==> config.mk <==
export PLATFORM = sky130hd
export DESIGN_NAME = adc_sample_sequencer
export DESIGN_NICKNAME = d
export VERILOG_FILES = /design/src/rtl/adc_sample_sequencer.sv
export SDC_FILE = /design/constraint.sdc
export NUM_CORES = 1
export LEC_CHECK = 0
export CORE_AREA = 2 2 142 109
export CTS_BUF_LIST = sky130_fd_sc_hd__clkbuf_8
export CTS_CLUSTER_SIZE = 20
export DETAILED_ROUTE_END_ITERATION = 16
export DIE_AREA = 0 0 144 111
export GPL_TIMING_DRIVEN = 1
export PLACE_DENSITY = 0.7
export SKIP_LAST_GASP = 1
export SLEW_MARGIN = 10
export SYNTH_ARGS = -nofsm -noshare
export SYNTH_HDL_FRONTEND = slang
export SYNTH_SLANG_ARGS = --single-unit
==> constraint.sdc <==
create_clock -name clock_50Mhz -period 2.4 [get_ports clock_50Mhz]
set_input_delay 0.48 -clock clock_50Mhz [delete_from_list [all_inputs] [get_ports clock_50Mhz]]
set_output_delay 0.48 -clock clock_50Mhz [all_outputs]
set_load 0.02 [all_outputs]
==> src/rtl/adc_sample_sequencer.sv <==
// Paces the SPI ADC controller at a fixed sample rate, converts offset-binary samples to signed,
// applies a power-of-two moving average and queues the results in a valid/ready FIFO.
module adc_sample_sequencer #(
    parameter int CLK_DIV        = 5000,
    parameter int AVG_LOG2       = 2,
    parameter int FIFO_DEPTH     = 8,
    parameter int TIMEOUT_CYCLES = 2000
) (
    input  logic       clock_50Mhz,
    input  logic       reset_n,
    input  logic       enable,
    input  logic       clear_errors,
    input  logic       adc_sampleReady,
    input  logic [7:0] adc_outputSample,
    output logic       adc_sendSample,
    output logic [7:0] out_data,
    output logic       out_valid,
    input  logic       out_ready,
    output logic       err_timeout,
    output logic       err_overflow,
    output logic       err_overrun
);

    localparam int DATA_W = 8;
    localparam int SUM_W  = DATA_W + AVG_LOG2;
    localparam int AVG_N  = 1 << AVG_LOG2;
    localparam int CNT_W  = (CLK_DIV > 1) ? $clog2(CLK_DIV) : 1;
    localparam int TO_W   = (TIMEOUT_CYCLES > 1) ? $clog2(TIMEOUT_CYCLES) : 1;
    localparam int PTR_W  = $clog2(FIFO_DEPTH);
    localparam logic [CNT_W-1:0] CNT_MAX  = CNT_W'(CLK_DIV - 1);
    localparam logic [TO_W-1:0]  TO_MAX   = TO_W'(TIMEOUT_CYCLES - 1);
    localparam logic [PTR_W:0]   FULL_CNT = (PTR_W + 1)'(FIFO_DEPTH);

    typedef enum logic [1:0] {IDLE, REQ, CAPTURE, PROC} state_t;

    function automatic logic signed [DATA_W-1:0] offset_to_signed(input logic [DATA_W-1:0] raw);
        return signed'({~raw[DATA_W-1], raw[DATA_W-2:0]});
    endfunction

    function automatic logic signed [SUM_W-1:0] sext(input logic signed [DATA_W-1:0] v);
        return SUM_W'(v);
    endfunction

    // Arithmetic shift floors toward -inf; the window mean always fits back into DATA_W bits.
    function automatic logic signed [DATA_W-1:0] floor_avg(input logic signed [SUM_W-1:0] v);
        return DATA_W'(v >>> AVG_LOG2);
    endfunction

    state_t                    state, state_next;
    logic                      sync_meta, sync_q, sync_prev, ready_rise;
    logic [CNT_W-1:0]          tick_cnt;
    logic                      tick;
    logic [TO_W-1:0]           to_cnt;
    logic                      timeout_hit, overrun_hit, overflow_hit;
    logic                      vld_p0, vld_p1;
    logic signed [DATA_W-1:0]  s_p0;
    logic signed [DATA_W-1:0]  hist [AVG_N];
    logic signed [SUM_W-1:0]   sum, sum_next_p1;
    logic signed [DATA_W-1:0]  avg_p1;
    logic [DATA_W-1:0]         mem [FIFO_DEPTH];
    logic [PTR_W-1:0]          wr_ptr, rd_ptr;
    logic [PTR_W:0]            count;
    logic                      full, pop, do_push;

    always_ff @(posedge clock_50Mhz or negedge reset_n) begin
        if (!reset_n) begin
            sync_meta <= 1'b0;
            sync_q    <= 1'b0;
            sync_prev <= 1'b0;
        end else begin
            sync_meta <= adc_sampleReady;
            sync_q    <= sync_meta;
            sync_prev <= sync_q;
        end
    end

    assign ready_rise = sync_q & ~sync_prev;

    always_ff @(posedge clock_50Mhz or negedge reset_n) begin
        if (!reset_n)                 tick_cnt <= '0;
        else if (!enable)             tick_cnt <= '0;
        else if (tick_cnt == CNT_MAX) tick_cnt <= '0;
        else                          tick_cnt <= tick_cnt + CNT_W'(1);
    end

    assign tick = enable && (tick_cnt == CNT_MAX);

    always_ff @(posedge clock_50Mhz or negedge reset_n) begin
        if (!reset_n) state <= IDLE;
        else          state <= state_next;
    end

    always_comb begin
        state_next  = state;
        timeout_hit = 1'b0;
        case (state)
            IDLE:    if (tick) state_next = REQ;
            REQ: begin
                if (ready_rise) begin
                    state_next = CAPTURE;
                end else if (to_cnt == TO_MAX) begin
                    state_next  = IDLE;
                    timeout_hit = 1'b1;
                end
            end
            CAPTURE: state_next = PROC;
            PROC:    state_next = IDLE;
            default: state_next = IDLE;
        endcase
    end

    always_comb begin
        adc_sendSample = 1'b0;
        vld_p0         = 1'b0;
        vld_p1         = 1'b0;
        case (state)
            REQ:     adc_sendSample = 1'b1;
            CAPTURE: vld_p0 = 1'b1;
            PROC:    vld_p1 = 1'b1;
            default: ;
        endcase
    end

    assign overrun_hit = tick && (state != IDLE);

    always_ff @(posedge clock_50Mhz or negedge reset_n) begin
        if (!reset_n)                    to_cnt <= '0;
        else if (state == IDLE && tick)  to_cnt <= '0;
        else if (state == REQ)           to_cnt <= to_cnt + TO_W'(1);
    end

    // p0: capture the converted sample
    always_ff @(posedge clock_50Mhz) begin
        if (vld_p0) s_p0 <= offset_to_signed(adc_outputSample);
    end

    // p1: running-sum update, history shift and FIFO push
    assign sum_next_p1 = sum + sext(s_p0) - sext(hist[AVG_N-1]);
    assign avg_p1      = floor_avg(sum_next_p1);

    always_ff @(posedge clock_50Mhz or negedge reset_n) begin
        if (!reset_n) begin
            sum <= '0;
            for (int i = 0; i < AVG_N; i++) hist[i] <= '0;
        end else if (vld_p1) begin
            sum     <= sum_next_p1;
            hist[0] <= s_p0;
            for (int i = 1; i < AVG_N; i++) hist[i] <= hist[i-1];
        end
    end

    assign full         = (count == FULL_CNT);
    assign out_valid    = (count != '0);
    assign out_data     = mem[rd_ptr];
    assign pop          = out_valid && out_ready;
    assign do_push      = vld_p1 && (!full || pop);
    assign overflow_hit = vld_p1 && full && !pop;

    always_ff @(posedge clock_50Mhz or negedge reset_n) begin
        if (!reset_n) begin
            wr_ptr <= '0;
            rd_ptr <= '0;
            count  <= '0;
            for (int i = 0; i < FIFO_DEPTH; i++) mem[i] <= '0;
        end else begin
            if (do_push) begin
                mem[wr_ptr] <= avg_p1;
                wr_ptr      <= wr_ptr + PTR_W'(1);
            end
            if (pop) rd_ptr <= rd_ptr + PTR_W'(1);
            if (do_push && !pop)      count <= count + (PTR_W + 1)'(1);
            else if (!do_push && pop) count <= count - (PTR_W + 1)'(1);
        end
    end

    // A new event in the same cycle as clear_errors keeps its flag set.
    always_ff @(posedge clock_50Mhz or negedge reset_n) begin
        if (!reset_n) begin
            err_timeout  <= 1'b0;
            err_overflow <= 1'b0;
            err_overrun  <= 1'b0;
        end else begin
            err_timeout  <= timeout_hit  | (err_timeout  & ~clear_errors);
            err_overflow <= overflow_hit | (err_overflow & ~clear_errors);
            err_overrun  <= overrun_hit  | (err_overrun  & ~clear_errors);
        end
    end

endmodule

==> flow_metrics.env <==
export IMPL_status="finished, violations left"
export IMPL_violations="hold timing, setup timing"
export IMPL_syn_inst=637
export IMPL_drt_pass1_iter_count=4
export IMPL_area_growth_pct=21.4
export IMPL_dieArea_sq_mm=0.0160
export IMPL_grt_start_max_net_pins=60
export IMPL_numCtsBuffers=17
export IMPL_clockBufferDepth=2
export IMPL_rsz0062_at_grt="yes"
export IMPL_synth_seq_cells=156
export IMPL_yosys_area_top_type_share=0.518
export IMPL_clock_sinks=156
export IMPL_end_kind="flop"
export IMPL_worst_slew_pin_slew_ns=0.612
export IMPL_finalCoreUtilization=0.587
export IMPL_crit_fanout=4
export IMPL_die_h_um=111
export IMPL_start_util=0.483
export IMPL_wl_per_cell_um=15.3
export IMPL_cts_max_level=4
export IMPL_grt_usage=0.196
export IMPL_chipWidth_um=144
export IMPL_synth_most_common_cell="dfrtp_1"
export IMPL_syn_nets=679
export IMPL_whs_ns=-0.00779
export IMPL_cap_violations=0
export IMPL_post_route_period_util=1.07
export IMPL_hp_class="input port to asynchronous set/reset pin"
export IMPL_drive_gt1_frac=0.255
export IMPL_ys_warn_count=0
export IMPL_grt_pass1_wl_mm=24.1
export IMPL_insertedDiodeCount=0
export IMPL_vias=4822
export IMPL_fmax_mhz=388
export IMPL_numPortBuffers=26
export IMPL_place_inst=885
export IMPL_synth_area_leaders="dfrtp_1 52%, o21ai_0 6.2%, mux2_2 5.8%"
export IMPL_yosysTopAreaCell="dfrtp_1"
export IMPL_hold_violations=5
export IMPL_instances_no_fill=926
export IMPL_routed_via_density=5.21
export IMPL_cts_root_buf="clkbuf_8"
export IMPL_critPathKind="flop to flop"
export IMPL_yosysUniqueCellTypes=40
export IMPL_fin_crit_ns=2.58
export IMPL_num_nets_final=752
export IMPL_finClkSkew_ns=0.0137
export IMPL_rows=39
export IMPL_critPathArrivalTime_ns=2.92
export IMPL_setup_ws_ns=-0.176
export IMPL_drc=0
export IMPL_netlist_top_cells_count="148 x dfrtp_1, 95 x nand2_1, 89 x o21ai_0"
export IMPL_grt_pass1_vias=4912
export IMPL_synth_flop_cell="dfrtp_1"
export IMPL_wl_mm=14.1
export IMPL_antenna_found_initial=0
export IMPL_start_kind="flop"
export IMPL_vdd_drop_max_uv=990
export IMPL_cts_tree="yes"
export IMPL_drtIter0Drc=311
export IMPL_ys_seq_area_frac=0.552
export IMPL_drtAntennaViolNets=0
export IMPL_syn_area_sq_mm=0.00715
export IMPL_grt_overflow_total=0
export IMPL_slew_viol_final=0
export IMPL_path_clk_slew_ns=0.08
export IMPL_async_flop_share=0.949
export IMPL_core_sq_mm=0.0148
export IMPL_setup_violations_final=38
export IMPL_syn_area_per_cell_sq_um=11.2
export IMPL_insertion_delay_ns=0.46
export IMPL_worstPathRequired_ns=2.75
export IMPL_ioPinCount=27
export IMPL_dp_hpwl_mm=9.20
export IMPL_total_leakage_power_nw=3.99
export IMPL_power_density_mw_per_mm2=1630
export IMPL_synth_edff_count=8
export IMPL_gp_congestion=0.788
export IMPL_slew_limit_headroom=0.592
[report_power, final]
| group | switching (mW) | internal, mW |
|---|---|---|
| registers | 0.606 | 3.55 |
| clock network | 0.921 | 1.22 |
| logic | 4.07 | 3.79 |
[critical path, cell delays in order (launching register included)]
cell      delay, ns
edfxtp_1       0.34
inv_2          0.05
fa_1           0.54
inv_2          0.05
ha_4           0.20
nor2b_4        0.12
o31a_1         0.33
a31o_4         0.27
a21oi_4        0.14
xor2_2         0.19
buf_4          0.16
o21ai_1        0.06
[layer usage]
metal,GRT usage,up-vias,share of wire
met4,0.0529,0,0.013
met5,0,-,0
met1,0.280,2394,0.47
met2,0.293,81,0.47
li1,-,2328,-
met3,0.0618,19,0.048
[logic make-up (layout without fill, tap and decap cells)]
| kind of cell | count (synthesis) | count (layout) | share of synthesized area |
|---|---|---|---|
| AOI/OAI and AO/OA | 133 | 133 | 0.104 |
| xor gates and xnor gates | 26 | 26 | 0.0319 |
| adders and majority gates | 28 | 28 | 0.0595 |
| buffers and inverters | 71 | 155 | 0.0378 |
| DFF | 156 | 156 | 0.552 |
| muxes | 54 | 54 | 0.110 |
| and+or+nand+nor | 169 | 169 | 0.105 |
[state kept, by name (all words and copies together), names as in the netlist, named ones only]
register	count
sync_meta	1
to_cnt	11
sync_q	1
err_timeout	1
count	4
state	1
tick_cnt	13
hist	32
sum	10
rd_ptr	3
wr_ptr	3
mem	64
sync_prev	1
s_p0	8
err_overflow	1
err_overrun	1
[repair_timing]
action                                  CTS  global route
pin swaps                                 7             9
gates resized for setup                  81            24
hold buffers                              0             0
cloned                                    3             0
endpoints found under the setup margin   54            56
buffers inserted                          7             2
[worst paths after layout]
path                                start        to  slack, ns  cells past startpoint
worst max-delay path              s_p0[2]   mem[54]      -0.18                     11
worst min-delay path              reset_n   hist[1]     -0.008                      1
worst max register to register    s_p0[2]   mem[54]      -0.18                     11
worst min register to register  sync_meta    sync_q       0.35                      0
max in group asynchronous         reset_n  hist[10]       1.74                      2
min in group clock_50Mhz        sync_meta    sync_q       0.35                      0
[layout by cell type, fill, tap and decap left out, drive strengths merged, types with 5 or more instances in the layout]
master and n:
a21oi 19, a31oi 8, and3 10, buf 59, clkbuf 21, clkdlybuf4s50 15, dfrtp 148, edfxtp 8
fa 10, ha 18, inv 50, mux2 37, mux4 16, nand2 95, nand3 18, nor2 23
nor2b 6, o21ai 89, or3 5, xnor2 16, xor2 10
[cell type report]
cell class                 count  area, sq um
clock inverter                 9          144
inverter                      49          184
clock buffer                  21          289
timing repair buffer          76          728
multi-input combinational    410         3130
sequential                   156         3950
fill                        1177         6110
tap                          205          256
[per-stage QoR]
step / setup TNS, ns / hold WS [ns] / setup WS, ns / power, mW / cell area [sq um]
2_1_floorplan: -0.767 / 0.184 / -0.0509 / 8.07 / 7180
3_3_place_gp: -0.930 / 0.334 / -0.0943 / 10.4 / 7960
3_5_place_dp: -2.83 / 0.336 / -0.183 / 10.7 / 7960
4_1_cts: -2.07 / 0.00618 / -0.152 / 13.8 / 8620
5_1_grt: -8.15 / 0.0202 / -0.258 / 15.2 / 8680
6_report: -2.39 / -0.00779 / -0.176 / 14.2 / 8680
(Power assumes the default switching activity.)
